$ cat src/rtl/mem_access_if.sv
// Data-bus bundle between the memory-stage access unit (master) and the data memory (slave).
interface mem_access_if #(
  parameter int XLEN = 64
);
  logic            dreq_valid;
  logic [XLEN-1:0] dreq_addr;
  logic [2:0]      dreq_size;
  logic [7:0]      dreq_strobe;
  logic [XLEN-1:0] dreq_data;
  logic            dresp_addr_ok;
  logic            dresp_data_ok;
  logic [XLEN-1:0] dresp_data;

  modport master (
    output dreq_valid, dreq_addr, dreq_size, dreq_strobe, dreq_data,
    input  dresp_addr_ok, dresp_data_ok, dresp_data
  );

  modport slave (
    input  dreq_valid, dreq_addr, dreq_size, dreq_strobe, dreq_data,
    output dresp_addr_ok, dresp_data_ok, dresp_data
  );
endinterface

$ cat src/rtl/mem_access.sv
// Memory-stage load/store unit: issues aligned bus requests with byte strobes, stalls the
// pipeline while a transaction is outstanding, and extends returned load data to XLEN.
module mem_access #(
  parameter int XLEN        = 64,
  parameter bit CHECK_ALIGN = 1'b1
) (
  input  logic            clk,
  input  logic            reset,
  input  logic            in_valid,
  input  logic            in_load,
  input  logic            in_store,
  input  logic [1:0]      in_size,
  input  logic            in_unsigned,
  input  logic [XLEN-1:0] in_addr,
  input  logic [XLEN-1:0] in_wdata,
  input  logic            flush,
  output logic            in_ready,
  output logic            stall,
  mem_access_if.master    bus,
  output logic            out_valid,
  output logic [XLEN-1:0] out_rdata,
  output logic            out_misalign,
  output logic [1:0]      dbg_state
);
  // Bus handshake: a request is held on dreq_* while dreq_valid=1 until dresp_addr_ok is seen
  // at a rising edge; dresp_data/dresp_data_ok are sampled at the edge that ends the data phase.
  typedef enum logic [1:0] {IDLE = 2'd0, REQ = 2'd1, WAIT = 2'd2} state_t;

  state_t          state_q, state_d;
  logic [XLEN-1:0] addr_q, addr_d, wdata_q, wdata_d;
  logic [1:0]      size_q, size_d;
  logic [7:0]      strobe_q, strobe_d;
  logic            load_q, load_d, uns_q, uns_d, flush_q, flush_d;
  logic            out_valid_q, out_valid_d, out_mis_q, out_mis_d;
  logic [XLEN-1:0] out_rdata_q, out_rdata_d;

  logic            accept, is_mem, misalign, finish, discard;
  logic [7:0]      strobe_base;
  logic [2:0]      align_mask;
  logic [XLEN-1:0] shifted, load_ext;

  assign accept = in_valid && in_ready && !flush;
  assign is_mem = in_load || in_store;

  always_comb begin
    strobe_base = 8'h01;
    align_mask  = 3'b000;
    case (in_size)
      2'd0: begin strobe_base = 8'h01; align_mask = 3'b000; end
      2'd1: begin strobe_base = 8'h03; align_mask = 3'b001; end
      2'd2: begin strobe_base = 8'h0F; align_mask = 3'b011; end
      default: begin strobe_base = 8'hFF; align_mask = 3'b111; end
    endcase
  end

  assign misalign = CHECK_ALIGN && ((in_addr[2:0] & align_mask) != 3'b000);

  // Loads select their lane by shifting the raw 8-byte word down by the byte offset.
  assign shifted = bus.dresp_data >> {addr_q[2:0], 3'b000};

  always_comb begin
    load_ext = shifted;
    case (size_q)
      2'd0: load_ext = uns_q ? {{(XLEN-8){1'b0}}, shifted[7:0]}
                             : {{(XLEN-8){shifted[7]}}, shifted[7:0]};
      2'd1: load_ext = uns_q ? {{(XLEN-16){1'b0}}, shifted[15:0]}
                             : {{(XLEN-16){shifted[15]}}, shifted[15:0]};
      2'd2: load_ext = uns_q ? {{(XLEN-32){1'b0}}, shifted[31:0]}
                             : {{(XLEN-32){shifted[31]}}, shifted[31:0]};
      default: load_ext = shifted;
    endcase
  end

  always_comb begin
    state_d     = state_q;
    addr_d      = addr_q;
    wdata_d     = wdata_q;
    size_d      = size_q;
    strobe_d    = strobe_q;
    load_d      = load_q;
    uns_d       = uns_q;
    flush_d     = flush_q;
    out_valid_d = 1'b0;
    out_mis_d   = 1'b0;
    out_rdata_d = '0;
    finish      = 1'b0;
    discard     = flush_q || flush;
    case (state_q)
      IDLE: begin
        if (accept) begin
          if (!is_mem || misalign) begin
            out_valid_d = 1'b1;
            out_mis_d   = is_mem;
          end else begin
            state_d  = REQ;
            addr_d   = in_addr;
            size_d   = in_size;
            load_d   = in_load;
            uns_d    = in_unsigned;
            strobe_d = in_store ? (strobe_base << in_addr[2:0]) : 8'h00;
            wdata_d  = in_wdata << {in_addr[2:0], 3'b000};
          end
        end
      end
      REQ: begin
        flush_d = discard;
        if (bus.dresp_addr_ok) begin
          if (bus.dresp_data_ok) finish = 1'b1;
          else                   state_d = WAIT;
        end
      end
      WAIT: begin
        flush_d = discard;
        if (bus.dresp_data_ok) finish = 1'b1;
      end
      default: state_d = IDLE;
    endcase
    // A flush seen at any point of the transaction suppresses its result pulse.
    if (finish) begin
      state_d     = IDLE;
      flush_d     = 1'b0;
      out_valid_d = !discard;
      out_rdata_d = (load_q && !discard) ? load_ext : '0;
    end
  end

  always_ff @(posedge clk or posedge reset) begin
    if (reset) begin
      state_q     <= IDLE;
      addr_q      <= '0;
      wdata_q     <= '0;
      size_q      <= 2'd0;
      strobe_q    <= 8'h00;
      load_q      <= 1'b0;
      uns_q       <= 1'b0;
      flush_q     <= 1'b0;
      out_valid_q <= 1'b0;
      out_mis_q   <= 1'b0;
      out_rdata_q <= '0;
    end else begin
      state_q     <= state_d;
      addr_q      <= addr_d;
      wdata_q     <= wdata_d;
      size_q      <= size_d;
      strobe_q    <= strobe_d;
      load_q      <= load_d;
      uns_q       <= uns_d;
      flush_q     <= flush_d;
      out_valid_q <= out_valid_d;
      out_mis_q   <= out_mis_d;
      out_rdata_q <= out_rdata_d;
    end
  end

  assign in_ready        = (state_q == IDLE);
  assign stall           = (state_q != IDLE);
  assign bus.dreq_valid  = (state_q == REQ);
  assign bus.dreq_addr   = addr_q;
  assign bus.dreq_size   = {1'b0, size_q};
  assign bus.dreq_strobe = strobe_q;
  assign bus.dreq_data   = wdata_q;
  assign out_valid       = out_valid_q;
  assign out_rdata       = out_rdata_q;
  assign out_misalign    = out_mis_q;
  assign dbg_state       = state_q;
endmodule

$ cat src/flat_wrapper.sv
// flat-port wrapper written by rule: the top's interface ports become plain ports
module mem_access_flat 
#(
  parameter int XLEN        = 64,
  parameter bit CHECK_ALIGN = 1'b1
)
  (clk, reset, in_valid, in_load, in_store, in_size, in_unsigned, in_addr, in_wdata, flush, in_ready, stall, out_valid, out_rdata, out_misalign, dbg_state, bus_dreq_valid, bus_dreq_addr, bus_dreq_size, bus_dreq_strobe, bus_dreq_data, bus_dresp_addr_ok, bus_dresp_data_ok, bus_dresp_data);
  mem_access_if #(.XLEN(XLEN)) bus_i ();
  input  logic clk;
  input  logic reset;
  input  logic in_valid;
  input  logic in_load;
  input  logic in_store;
  input  logic [1:0] in_size;
  input  logic in_unsigned;
  input  logic [XLEN-1:0] in_addr;
  input  logic [XLEN-1:0] in_wdata;
  input  logic flush;
  output logic in_ready;
  output logic stall;
  output logic out_valid;
  output logic [XLEN-1:0] out_rdata;
  output logic out_misalign;
  output logic [1:0] dbg_state;
  output wire logic [$bits(bus_i.dreq_valid)-1:0] bus_dreq_valid;
  output wire logic [$bits(bus_i.dreq_addr)-1:0] bus_dreq_addr;
  output wire logic [$bits(bus_i.dreq_size)-1:0] bus_dreq_size;
  output wire logic [$bits(bus_i.dreq_strobe)-1:0] bus_dreq_strobe;
  output wire logic [$bits(bus_i.dreq_data)-1:0] bus_dreq_data;
  input wire logic [$bits(bus_i.dresp_addr_ok)-1:0] bus_dresp_addr_ok;
  input wire logic [$bits(bus_i.dresp_data_ok)-1:0] bus_dresp_data_ok;
  input wire logic [$bits(bus_i.dresp_data)-1:0] bus_dresp_data;
  assign bus_dreq_valid = bus_i.dreq_valid;
  assign bus_dreq_addr = bus_i.dreq_addr;
  assign bus_dreq_size = bus_i.dreq_size;
  assign bus_dreq_strobe = bus_i.dreq_strobe;
  assign bus_dreq_data = bus_i.dreq_data;
  assign bus_i.dresp_addr_ok = bus_dresp_addr_ok;
  assign bus_i.dresp_data_ok = bus_dresp_data_ok;
  assign bus_i.dresp_data = bus_dresp_data;
  mem_access #(.XLEN(XLEN), .CHECK_ALIGN(CHECK_ALIGN)) u_core (.clk(clk), .reset(reset), .in_valid(in_valid), .in_load(in_load), .in_store(in_store), .in_size(in_size), .in_unsigned(in_unsigned), .in_addr(in_addr), .in_wdata(in_wdata), .flush(flush), .in_ready(in_ready), .stall(stall), .bus(bus_i), .out_valid(out_valid), .out_rdata(out_rdata), .out_misalign(out_misalign), .dbg_state(dbg_state));
endmodule
$ cat config.mk
export PLATFORM = sky130hd
export DESIGN_NAME = mem_access_flat
export DESIGN_NICKNAME = d
export VERILOG_FILES = /design/src/rtl/mem_access_if.sv /design/src/rtl/mem_access.sv /design/src/flat_wrapper.sv
export SDC_FILE = /design/constraint.sdc
export NUM_CORES = 1
export LEC_CHECK = 0
export BUFFER_PORTS_ARGS = -buffer_cell sky130_fd_sc_hd__buf_2
export CORE_UTILIZATION = 41
export DETAILED_ROUTE_END_ITERATION = 7
export GPL_ROUTABILITY_DRIVEN = 0
export PLACE_DENSITY_LB_ADDON = 0.25
export SYNTH_ARGS = -nofsm -noshare
export SYNTH_HDL_FRONTEND = slang
export SYNTH_SLANG_ARGS = --single-unit
$ cat constraint.sdc
create_clock -name clk -period 8.25 [get_ports clk]
set_input_delay 0.4125 -clock clk [delete_from_list [all_inputs] [get_ports clk]]
set_output_delay 0.4125 -clock clk [all_outputs]
set_load 0.01 [all_outputs]
==> impl_metrics.csv, run 1 <==
group,metric,value,unit
routing,drcViolationCount,0,
setup_path,cp_data_arrival_time,3.35,ns
floorplan,die-width,168.4,µm
routing,route.met3.wl,3037,µm
yosys,synthTopCellsByArea,"dfrtp_1, mux4_2, nand2_1",
timing,setup_tns,0,ns
yosys,synth_top_area_share,46.06,%
grt,track_usage,25.88,%
setup_path,critPathLaunchType,"flop",
grt,overflow,0,
power_and_ir_drop,peakVddDrop,0.1824,mV
yosys,seq_area_frac_synth,46.06,%
floorplan,start_util,42.02,%
grt,grt_max_degree,131,
routing,ant_nets,0,
floorplan,die_h,168.4,µm
status,status,"finished clean",
layout,syn_to_final_growth,27.24,%
layout,num-fill-cells,2536,
routing,met1_length,15160,µm
clocking,cts_buffer_depth,3,
power_and_ir_drop,power.total,4.681,mW
setup_path,worstSetupPathType,"reg2reg",
setup_path,path_delay_family,"buffers and inverters",
routing,drt_iter0_drc,969,
setup_path,cp-end-kind,"flop",
clocking,insertion_delay,0.53,ns
timing,finalSetupViolCount,0,
yosys,yosys_register_bits,209,
yosys,synth_edf_count,0,
power_and_ir_drop,p_leak,7.494,nW
grt,grt_pass1_wl,57550,µm
layout,multi_input_area,0.005638,mm²
floorplan,pin_count,413,
grt,grt_pass1_vias,9889,
routing,dr.max_layer_used,"met4",
layout,drive_gt1_share,36.55,%
grt,antenna_found_initial,3,
setup_path,path_cells,"buf_4 > mux2_1 > mux4_2 > a32oi_2 > buf_4 > a221oi_1",
clocking,cts-buffers-inserted,26,
hold_path,worstHoldPathType,"in2async",
layout,finalNetCount,1701,
routing,via_per_inst,5.474,
floorplan,die_area,0.02837,mm²
timing,period_share,36.37,%
placement,numPortBuffers,411,
clocking,hold_buffers,0,
layout,final_cell_area,0.01445,mm²
clocking,numClockSinks,209,
setup_path,worstPathBufferInverterCount,2,
floorplan,std_cell_rows,60,
timing,fin_skew,0.01042,ns
flow_run,max-cap-violations,0,
clocking,cts_tree,"built",
yosys,postSynthAreaPerCell,9.935,µm²
clocking,htree_levels,1,
timing,tightest_slew,1.166,ns
timing,fmax,0.3333,GHz
clocking,cts.clk_slew.worst_paths,0.06,ns
layout,utilization,53.46,%
yosys,syn_nets,1350,
routing,met2_length,18000,µm
routing,routedWlPerCell,20.02,µm
timing,period_needed,3.000,ns
yosys,synth.distinct_cells,48,
timing,drv_slew,0,
setup_path,slowest_stage,"buf_4",
yosys,async_flop_share,100.0,%
yosys,yosysTopAreaCell,"dfrtp_1",
routing,drt_wl_total,37180,µm
yosys,netlist_area,0.01136,mm²
power_and_ir_drop,p_per_area,324.0,mW/mm²
routing,vias,10166,
setup_path,critPathMostFrequentCell,"buf_4",
yosys,ys_warn_count,0,
timing,rsz0062_at_grt,"false",
placement,dpl_cell_area,0.01352,mm²
setup_path,crit_fanout,72,
routing,drt_first_pass_iters,5,
setup_path,crit_required,8.60,ns
layout,seqCellArea,0.005233,mm²
clocking,post_cts_resized,0,
yosys,netlist_instances,1143,
placement,hpwl,26440,µm
setup_path,max_stage_delay,0.71,ns
timing,maxSlewHeadroom,22.09,%
clocking,cts_post_setup_buffers_inserted,0,
floorplan,core,0.02703,mm²
clocking,root_buffer,"clkbuf_16",
yosys,synth-main-ff-cell,"dfrtp_1",
timing,final-hold-violation-count,0,
cells by family after synthesis:
family / after synthesis / share of synthesized area [%]
and+or+nand+nor: 441 / 15.60
buffers and inverters: 114 / 4.418
DFF: 209 / 46.06
adders and majority gates: 4 / 0.4407
AOI/OAI and AO/OA: 212 / 12.71
muxes: 162 / 20.74
other: 1 / 0.03302
final timing paths:
path                                                       from                              endpoint  slack [ns]  depth (start not counted)
setup reg to reg            u_core.bus.dreq_addr[1]$_DFFE_PP0P_        u_core.out_rdata[39]$_DFF_PP0_        5.25                          6
hold reg to reg            u_core.bus.dreq_data[29]$_DFFE_PP0P_  u_core.bus.dreq_data[29]$_DFFE_PP0P_        0.46                          2
setup / recovery            u_core.bus.dreq_addr[1]$_DFFE_PP0P_        u_core.out_rdata[39]$_DFF_PP0_        5.25                          6
hold / removal                                            reset  u_core.bus.dreq_addr[11]$_DFFE_PP0P_      0.0003                          2
max in group asynchronous                                 reset  u_core.bus.dreq_data[16]$_DFFE_PP0P_        6.44                          3
min in group clk                                    in_addr[27]  u_core.bus.dreq_addr[27]$_DFFE_PP0P_        0.07                          3
final cells by class:
| cell class | instances | share of cell area, % |
|---|---|---|
| multi-input cells | 820 | 39.02 |
| flip-flops and latches | 209 | 36.21 |
| repair buffers | 427 | 15.08 |
| clock buffers | 34 | 5.204 |
| well taps | 341 | 2.953 |
| clock inverters | 13 | 1.160 |
| inverters | 10 | 0.3117 |
| diodes | 3 | 0.05196 |
synth_stat cells (2+ instances only):
cell type and instances:
nor2_1 57, nor3b_1 2, or2_2 4, clkbuf_1 57, mux4_2 57, o31ai_1 10, o21bai_1 7, a211oi_1 31
inv_1 9, mux2i_1 92, nand2b_1 11, mux2_1 2, buf_1 8, a21oi_1 66, o211ai_1 8, buf_4 5
o41ai_1 3, nor2b_1 3, buf_2 32, o2bb2ai_1 32, a221oi_1 10, nand2_1 326, buf_6 2, a21o_1 2
o21a_1 2, o221ai_1 2, o21ai_0 31, ha_1 4, nor3_1 5, dfrtp_1 209, mux2_2 10, and2_1 2
nand3_1 27
state kept, by name (all words and copies together), names as in the netlist:
signal	count
u_core.dbg_state	2
u_core.out_valid	1
u_core.bus.dreq_addr	64
u_core.load_q	1
u_core.flush_q	1
u_core.size_q	2
u_core.out_misalign	1
u_core.out_rdata	64
u_core.bus.dreq_data	64
u_core.bus.dreq_strobe	8
u_core.uns_q	1
metal layers:
metal | GRT usage, % | up-vias
met4 | 7.470 | 0
met3 | 5.759 | 63
met1 | 34.20 | 4897
met2 | 42.67 | 483
met5 | 0 | -
li1 | - | 4723
stage by stage:
step | setup slack (ns) | instances | hold WS, ns
after floorplan | 2.128 | 1143 | 0.4596
after global placement | 5.314 | 1807 | 0.4468
after CTS | 5.274 | 1854 | 0.04888
final | 5.250 | 1857 | 0.0003273
after global routing | 5.104 | 1857 | 0.05423
after detailed placement | 5.247 | 1807 | 0.4504
power by group:
part | internal, mW | switching [mW]
clock network | 0.762 | 0.456
registers | 1.33 | 0.164
logic | 0.784 | 1.18
cells in the final DEF, fill, tap and decap left out, types with 10 or more instances in the layout:
| cell type | n |
|---|---|
| nand2_1 | 326 |
| mux2_2 | 10 |
| o2bb2ai_1 | 32 |
| buf_2 | 410 |
| mux2i_1 | 92 |
| mux4_2 | 57 |
| clkbuf_16 | 27 |
| nor2_1 | 57 |
| nand3_1 | 26 |
| a221oi_1 | 10 |
| buf_4 | 17 |
| a21oi_1 | 66 |
| o21ai_0 | 31 |
| o31ai_1 | 10 |
| a211oi_1 | 31 |
| dfrtp_1 | 207 |
| nand2b_1 | 11 |
No activity file was read; power rests on OpenSTA's default activity.
==> inputs of run 2 (changes only) <==
Clock period 8.25 ns to 2.84 ns, I/O delays scaled along.
==> run 2 against run 1 <==
Against the previous run:
- cell count increased by 5.0%
- sequential power grew to 3.0 times the previous value
- maximum frequency up 24%
- register-to-register slack worse by 4.8 ns
- sequential share of layout area shrank 2.4 points
- final area grew 6.9%
- clock power rose to 2.7 times the previous value
- non-clock buffer count up 97
- clock skew down 0.0025 ns
- global-route usage rose by 0.99 points
- critical path type unchanged
- highest routed layer is now met5
==> impl_metrics.csv, run 2 (synthesized netlist as in run 1, its figures left out) <==
group,metric,value,unit
grt,grt_max_degree,157,
timing,fin_ws,0.4236,ns
clocking,cts-buffers-inserted,25,
layout,final_cell_mix,"buf_2, nand2_1, dfrtp_1",
layout,syn_to_final_growth,36.07,%
setup_path,path_cells,"inv_1 > ha_1 > nand3b_1 > a2111o_2 > buf_12 > a221oi_1 > nor2_1",
routing,via_per_inst,5.458,
clocking,cts_buffer_depth,3,
floorplan,start_util,42.02,%
floorplan,std_cell_rows,60,
routing,ant_nets,0,
grt,overflow,0,
routing,drt_first_pass_iters,5,
setup_path,cp_data_arrival_time,2.82,ns
hold_path,hold_path_end,"u_core.bus.dreq_addr[2]$_DFFE_PP0P_",
power_and_ir_drop,p_per_area,881.3,mW/mm²
setup_path,r2r_slack,0.42,ns
routing,drt_iter0_drc,893,
clocking,root_buffer,"clkbuf_16",
layout,drive_gt1_share,34.87,%
layout,num-fill-cells,2429,
floorplan,die_h,168.4,µm
timing,period_share,85.08,%
power_and_ir_drop,p_leak,7.905,nW
timing,rsz0062_at_grt,"false",
layout,finalNetCount,1797,
grt,antenna_found_initial,3,
hold_path,hold_path_depth,3,
setup_path,rr_worst_depth,7,
timing,maxSlewHeadroom,40.42,%
setup_path,reg2reg_from,"u_core.dbg_state[1]$_DFFE_PP0P_",
timing,drv_slew,0,
layout,mostFrequentLayoutCell,"buf_2",
flow_run,max-cap-violations,0,
timing,fmax,0.4138,GHz
clocking,post_cts_resized,0,
layout,stdcell_count,1949,
grt,track_usage,26.87,%
clocking,cts_tree,"built",
timing,final-hold-violation-count,0,
setup_path,crit_fanout,156,
floorplan,die-width,168.4,µm
clocking,cts.clk_slew.worst_paths,0.06,ns
floorplan,core,0.02703,mm²
floorplan,pin_count,413,
floorplan,die_area,0.02837,mm²
clocking,insertion_delay,0.52,ns
routing,drt_wl_total,38490,µm
setup_path,cp-end-kind,"flop",
power_and_ir_drop,power.total,13.62,mW
placement,dp_slack,0.5029,ns
routing,drcViolationCount,0,
status,status,"finished clean",
routing,routedWlPerCell,19.75,µm
timing,period_needed,2.416,ns
timing,fin_skew,0.007926,ns
setup_path,slowest_stage,"a2111o_2",
routing,vias,10638,
hold_path,min_from,"in_addr[2]",
setup_path,r2r-end,"u_core.bus.dreq_data[34]$_DFFE_PP0P_",
setup_path,crit_required,3.24,ns
setup_path,max_stage_delay,0.50,ns
clocking,htree_levels,1,
setup_path,critPathLaunchType,"flop",
grt,grt_pass1_vias,10511,
power_and_ir_drop,peakVddDrop,0.4878,mV
setup_path,worstSetupPathType,"reg2reg",
hold_path,worstHoldPathType,"in2reg",
timing,tightest_slew,0.8869,ns
clocking,numClockSinks,209,
placement,placed_cells,1821,
clocking,cts_post_setup_buffers_inserted,0,
grt,grt_pass1_wl,59430,µm
placement,numPortBuffers,411,
timing,finalSetupViolCount,0,
placement,hpwl,27510,µm
-- run 2: changes by cell type in the layout (fill, tap and decap cells not counted), moves of 2 or more --
| cell | delta |
|---|---|
| dlygate4sd3_1 | +83 |
| buf_12 | +12 |
| clkinv_2 | -6 |
| clkbuf_1 | +3 |
| clkbuf_8 | -3 |
| buf_4 | +2 |
| clkbuf_16 | -2 |
| clkinv_4 | +2 |
| clkinvlp_4 | +2 |
-- run 2: worst max-delay path: cells and delay by family, from the launching register on --
family / cells / cell delay [ns]
buffers and inverters: 2 / 0.36
adders and majority gates: 1 / 0.24
DFF: 1 / 0.39
and+or+nand+nor: 2 / 0.28
AOI/OAI and AO/OA: 2 / 0.86
-- run 2: per-stage QoR --
step                hold slack, ns  util (%)  instance area, µm²  TNS, ns
finish                     0.02948     57.18               15450        0
global route               0.02993     57.18               15450        0
CTS                       0.002506     57.16               15450        0
detailed placement          0.2587     50.96               13770        0
global placement            0.2498     50.96               13770        0
floorplan                   0.2051         -               11360   -3.390
-- run 2: cell type report --
class                   count  area (µm²)  area share [%]
multi-input cells         820        5638           36.49
flip-flops and latches    209        5233           33.86
repair buffers            524        3266           21.13
clock buffers              32       671.9           4.348
well taps                 341       426.7           2.761
clock inverters            11       171.4           1.109
inverters                  10       41.29          0.2672
diodes                      2       5.005         0.03239
-- run 2: report_power, final --
part	switching, mW	leakage [nW]	internal, mW
logic	3.35	4.75	2.46
clock network	1.27	0.406	2.03
registers	0.632	2.74	3.87
total	5.26	7.91	8.36
-- run 2: worst max path at each step --
stage | endpoint | startpoint | cells past startpoint | slack [ns]
6_report | u_core.bus.dreq_data[34]$_DFFE_PP0P_ | u_core.dbg_state[1]$_DFFE_PP0P_ | 7 | 0.42
5_1_grt | u_core.bus.dreq_data[36]$_DFFE_PP0P_ | u_core.dbg_state[1]$_DFFE_PP0P_ | 7 | 0.30
3_3_place_gp | u_core.out_rdata[39]$_DFF_PP0_ | u_core.bus.dreq_addr[1]$_DFFE_PP0P_ | 5 | 0.64
2_1_floorplan | u_core.bus.dreq_addr[0]$_DFFE_PP0P_ | reset | 1 | -0.02
3_5_place_dp | u_core.bus.dreq_strobe[3]$_DFFE_PP0P_ | u_core.dbg_state[1]$_DFFE_PP0P_ | 6 | 0.50
4_1_cts | u_core.bus.dreq_data[34]$_DFFE_PP0P_ | u_core.dbg_state[1]$_DFFE_PP0P_ | 7 | 0.51
-- run 2: metal layers --
metal | GRT usage (%) | up-vias | wire length [µm]
li1 | - | 4918 | -
met1 | 34.41 | 5155 | 15470
met2 | 44.09 | 475 | 18410
met3 | 6.465 | 88 | 3104
met4 | 10.24 | 2 | 1498
met5 | 0 | - | 13
-- run 2: timing repair --
action                     CTS  global route
setup endpoints to repair    0             0
hold endpoints to repair   114             0
hold buffers                83             0
==> inputs of run 3 (changes only) <==
--- a/config.mk
+++ b/config.mk
@@ -11,2 +11,3 @@
 export GPL_ROUTABILITY_DRIVEN = 0
+export HOLD_SLACK_MARGIN = 0.15
 export PLACE_DENSITY_LB_ADDON = 0.25
--- a/constraint.sdc
+++ b/constraint.sdc
@@ -3,2 +3,2 @@
 set_output_delay 0.142 -clock clk [all_outputs]
-set_load 0.01 [all_outputs]
+set_load 0.05 [all_outputs]
==> run 3 against run 2 <==
Against the previous run:
- combinational power up 50%
- cell count up 3.2%
- register-to-register slack worse by 0.32 ns
- via count up 2.4%
- final area up 4.1%
- count of clock-buffer cells in the layout unchanged
- critical path depth down 1
- clock power about the same
- global-route usage up 0.49 points
- sequential share of layout area down 1.3 points
- maximum frequency down 12%
- critical endpoint is now u_core.out_rdata[6]$_DFF_PP0_
- largest cell class unchanged
==> impl_metrics.csv, run 3 (synthesized netlist as in run 1, its figures left out) <==
group,metric,value,unit
timing,holdWs,0.1626,ns
grt,grt_max_degree,157,
floorplan,start_util,42.02,%
timing,rsz0062_at_grt,"false",
clocking,cts.clk_slew.worst_paths,0.07,ns
grt,overflow,0,
power_and_ir_drop,power.total,16.55,mW
layout,syn_to_final_growth,41.63,%
clocking,numClockSinks,209,
setup_path,critPathMostFrequentCell,"dlygate4sd3_1",
placement,hpwl,27510,µm
timing,fin_ws,0.09900,ns
timing,maxSlewHeadroom,38.70,%
clocking,insertion_delay,0.52,ns
hold_path,worstHoldPathType,"in2reg",
routing,routedWlPerCell,19.52,µm
routing,drt_iter0_drc,902,
floorplan,pin_count,413,
clocking,post_cts_resized,0,
timing,fin_skew,0.009541,ns
timing,tightest_slew,0.9125,ns
layout,final_cell_mix,"buf_2, nand2_1, dfrtp_1",
setup_path,max_stage_delay,0.59,ns
setup_path,cp_data_arrival_time,3.14,ns
floorplan,std_cell_rows,60,
placement,dpl_cell_area,0.01377,mm²
grt,grt_pass1_wl,60820,µm
clocking,cts_tree,"built",
setup_path,cp-end-kind,"flop",
layout,num-fill-cells,2338,
layout,utilization,59.51,%
routing,via_per_inst,5.415,
setup_path,path_delay_family,"buffers and inverters",
layout,finalNetCount,1860,
timing,period_share,96.51,%
setup_path,critPathLaunchType,"flop",
placement,numPortBuffers,411,
timing,finalSetupViolCount,0,
setup_path,path_cells,"buf_12 > mux2_2 > dlygate4sd3_1 > o211ai_1 > dlygate4sd3_1 > a21oi_1",
routing,vias,10895,
floorplan,die-width,168.4,µm
layout,mostFrequentLayoutCell,"buf_2",
clocking,cts_post_setup_buffers_inserted,0,
clocking,cts_buffer_depth,3,
floorplan,die_area,0.02837,mm²
setup_path,worstPathBufferInverterCount,3,
clocking,root_buffer,"clkbuf_16",
grt,antenna_found_initial,2,
setup_path,worstSetupPathType,"reg2reg",
status,status,"finished clean",
clocking,hold_buffers,146,
timing,fmax,0.3648,GHz
timing,period_needed,2.741,ns
routing,drt_first_pass_iters,5,
clocking,htree_levels,1,
setup_path,crit_fanout,42,
power_and_ir_drop,p_leak,8.171,nW
layout,final_cell_area,0.01608,mm²
timing,final-hold-violation-count,0,
placement,dp_slack,0.5029,ns
grt,grt_pass1_vias,10927,
power_and_ir_drop,peakVddDrop,0.6471,mV
timing,drv_slew,0,
power_and_ir_drop,p_per_area,1029,mW/mm²
routing,drcViolationCount,0,
floorplan,core,0.02703,mm²
setup_path,crit_required,3.24,ns
grt,track_usage,27.37,%
routing,ant_nets,0,
routing,drt_wl_total,39280,µm
flow_run,max-cap-violations,0,
floorplan,die_h,168.4,µm
layout,drive_gt1_share,33.55,%
setup_path,slowest_stage,"dfrtp_2",
clocking,cts-buffers-inserted,25,
[run 3: changes by cell type in the layout (fill, tap and decap cells not counted)]
cell and change:
dlygate4sd3_1 +63
[run 3: path summary, 6_finish.rpt]
check,slack (ns),cells after the start,end,start
worst max-delay path,0.1,6,u_core.out_rdata[6]$_DFF_PP0_,u_core.bus.dreq_addr[1]$_DFFE_PP0P_
min in group asynchronous,0.25,3,u_core.bus.dreq_data[20]$_DFFE_PP0P_,reset
max in group asynchronous,1.75,5,u_core.out_rdata[52]$_DFF_PP0_,reset
worst min-delay path,0.16,5,u_core.bus.dreq_data[28]$_DFFE_PP0P_,in_wdata[28]
worst max register to register,0.1,6,u_core.out_rdata[6]$_DFF_PP0_,u_core.bus.dreq_addr[1]$_DFFE_PP0P_
worst min register to register,0.46,2,u_core.bus.dreq_data[4]$_DFFE_PP0P_,u_core.bus.dreq_data[4]$_DFFE_PP0P_
[run 3: where the power goes]
group	switching, mW	total (mW)	internal (mW)
clock	1.27	3.30	2.03
sequential	0.635	4.50	3.87
combinational	6.19	8.74	2.56
total	8.09	16.5	8.46
[run 3: routing by layer]
layer	up-vias	GRT usage, %	wire, µm
met5	-	0	0
met4	0	11.54	1683
met1	5266	34.62	15630
met2	493	45.26	18880
li1	5045	-	-
met3	91	6.088	3088
[run 3: layout make-up]
cell class | instances | area, µm² | area share [%]
multi-input combinational | 820 | 5638 | 35.06
sequential | 209 | 5233 | 32.53
timing repair buffer | 587 | 3896 | 24.23
clock buffer | 32 | 671.9 | 4.178
tap | 341 | 426.7 | 2.653
clock inverter | 11 | 171.4 | 1.066
inverter | 10 | 41.29 | 0.2567
antenna | 2 | 5.005 | 0.03112
[run 3: stage by stage]
stage	setup TNS, ns	cells
6_report	0	2012
5_1_grt	0	2012
4_1_cts	0	2010
3_5_place_dp	0	1821
3_3_place_gp	0	1821
2_1_floorplan	-3.390	1143
[run 3: tightest hold or removal path, cell delays in order]
cell and delay [ns]:
buf_2 0.13, mux2i_1 0.13, mux2i_1 0.11, nand3_1 0.08, nand2_1 0.05
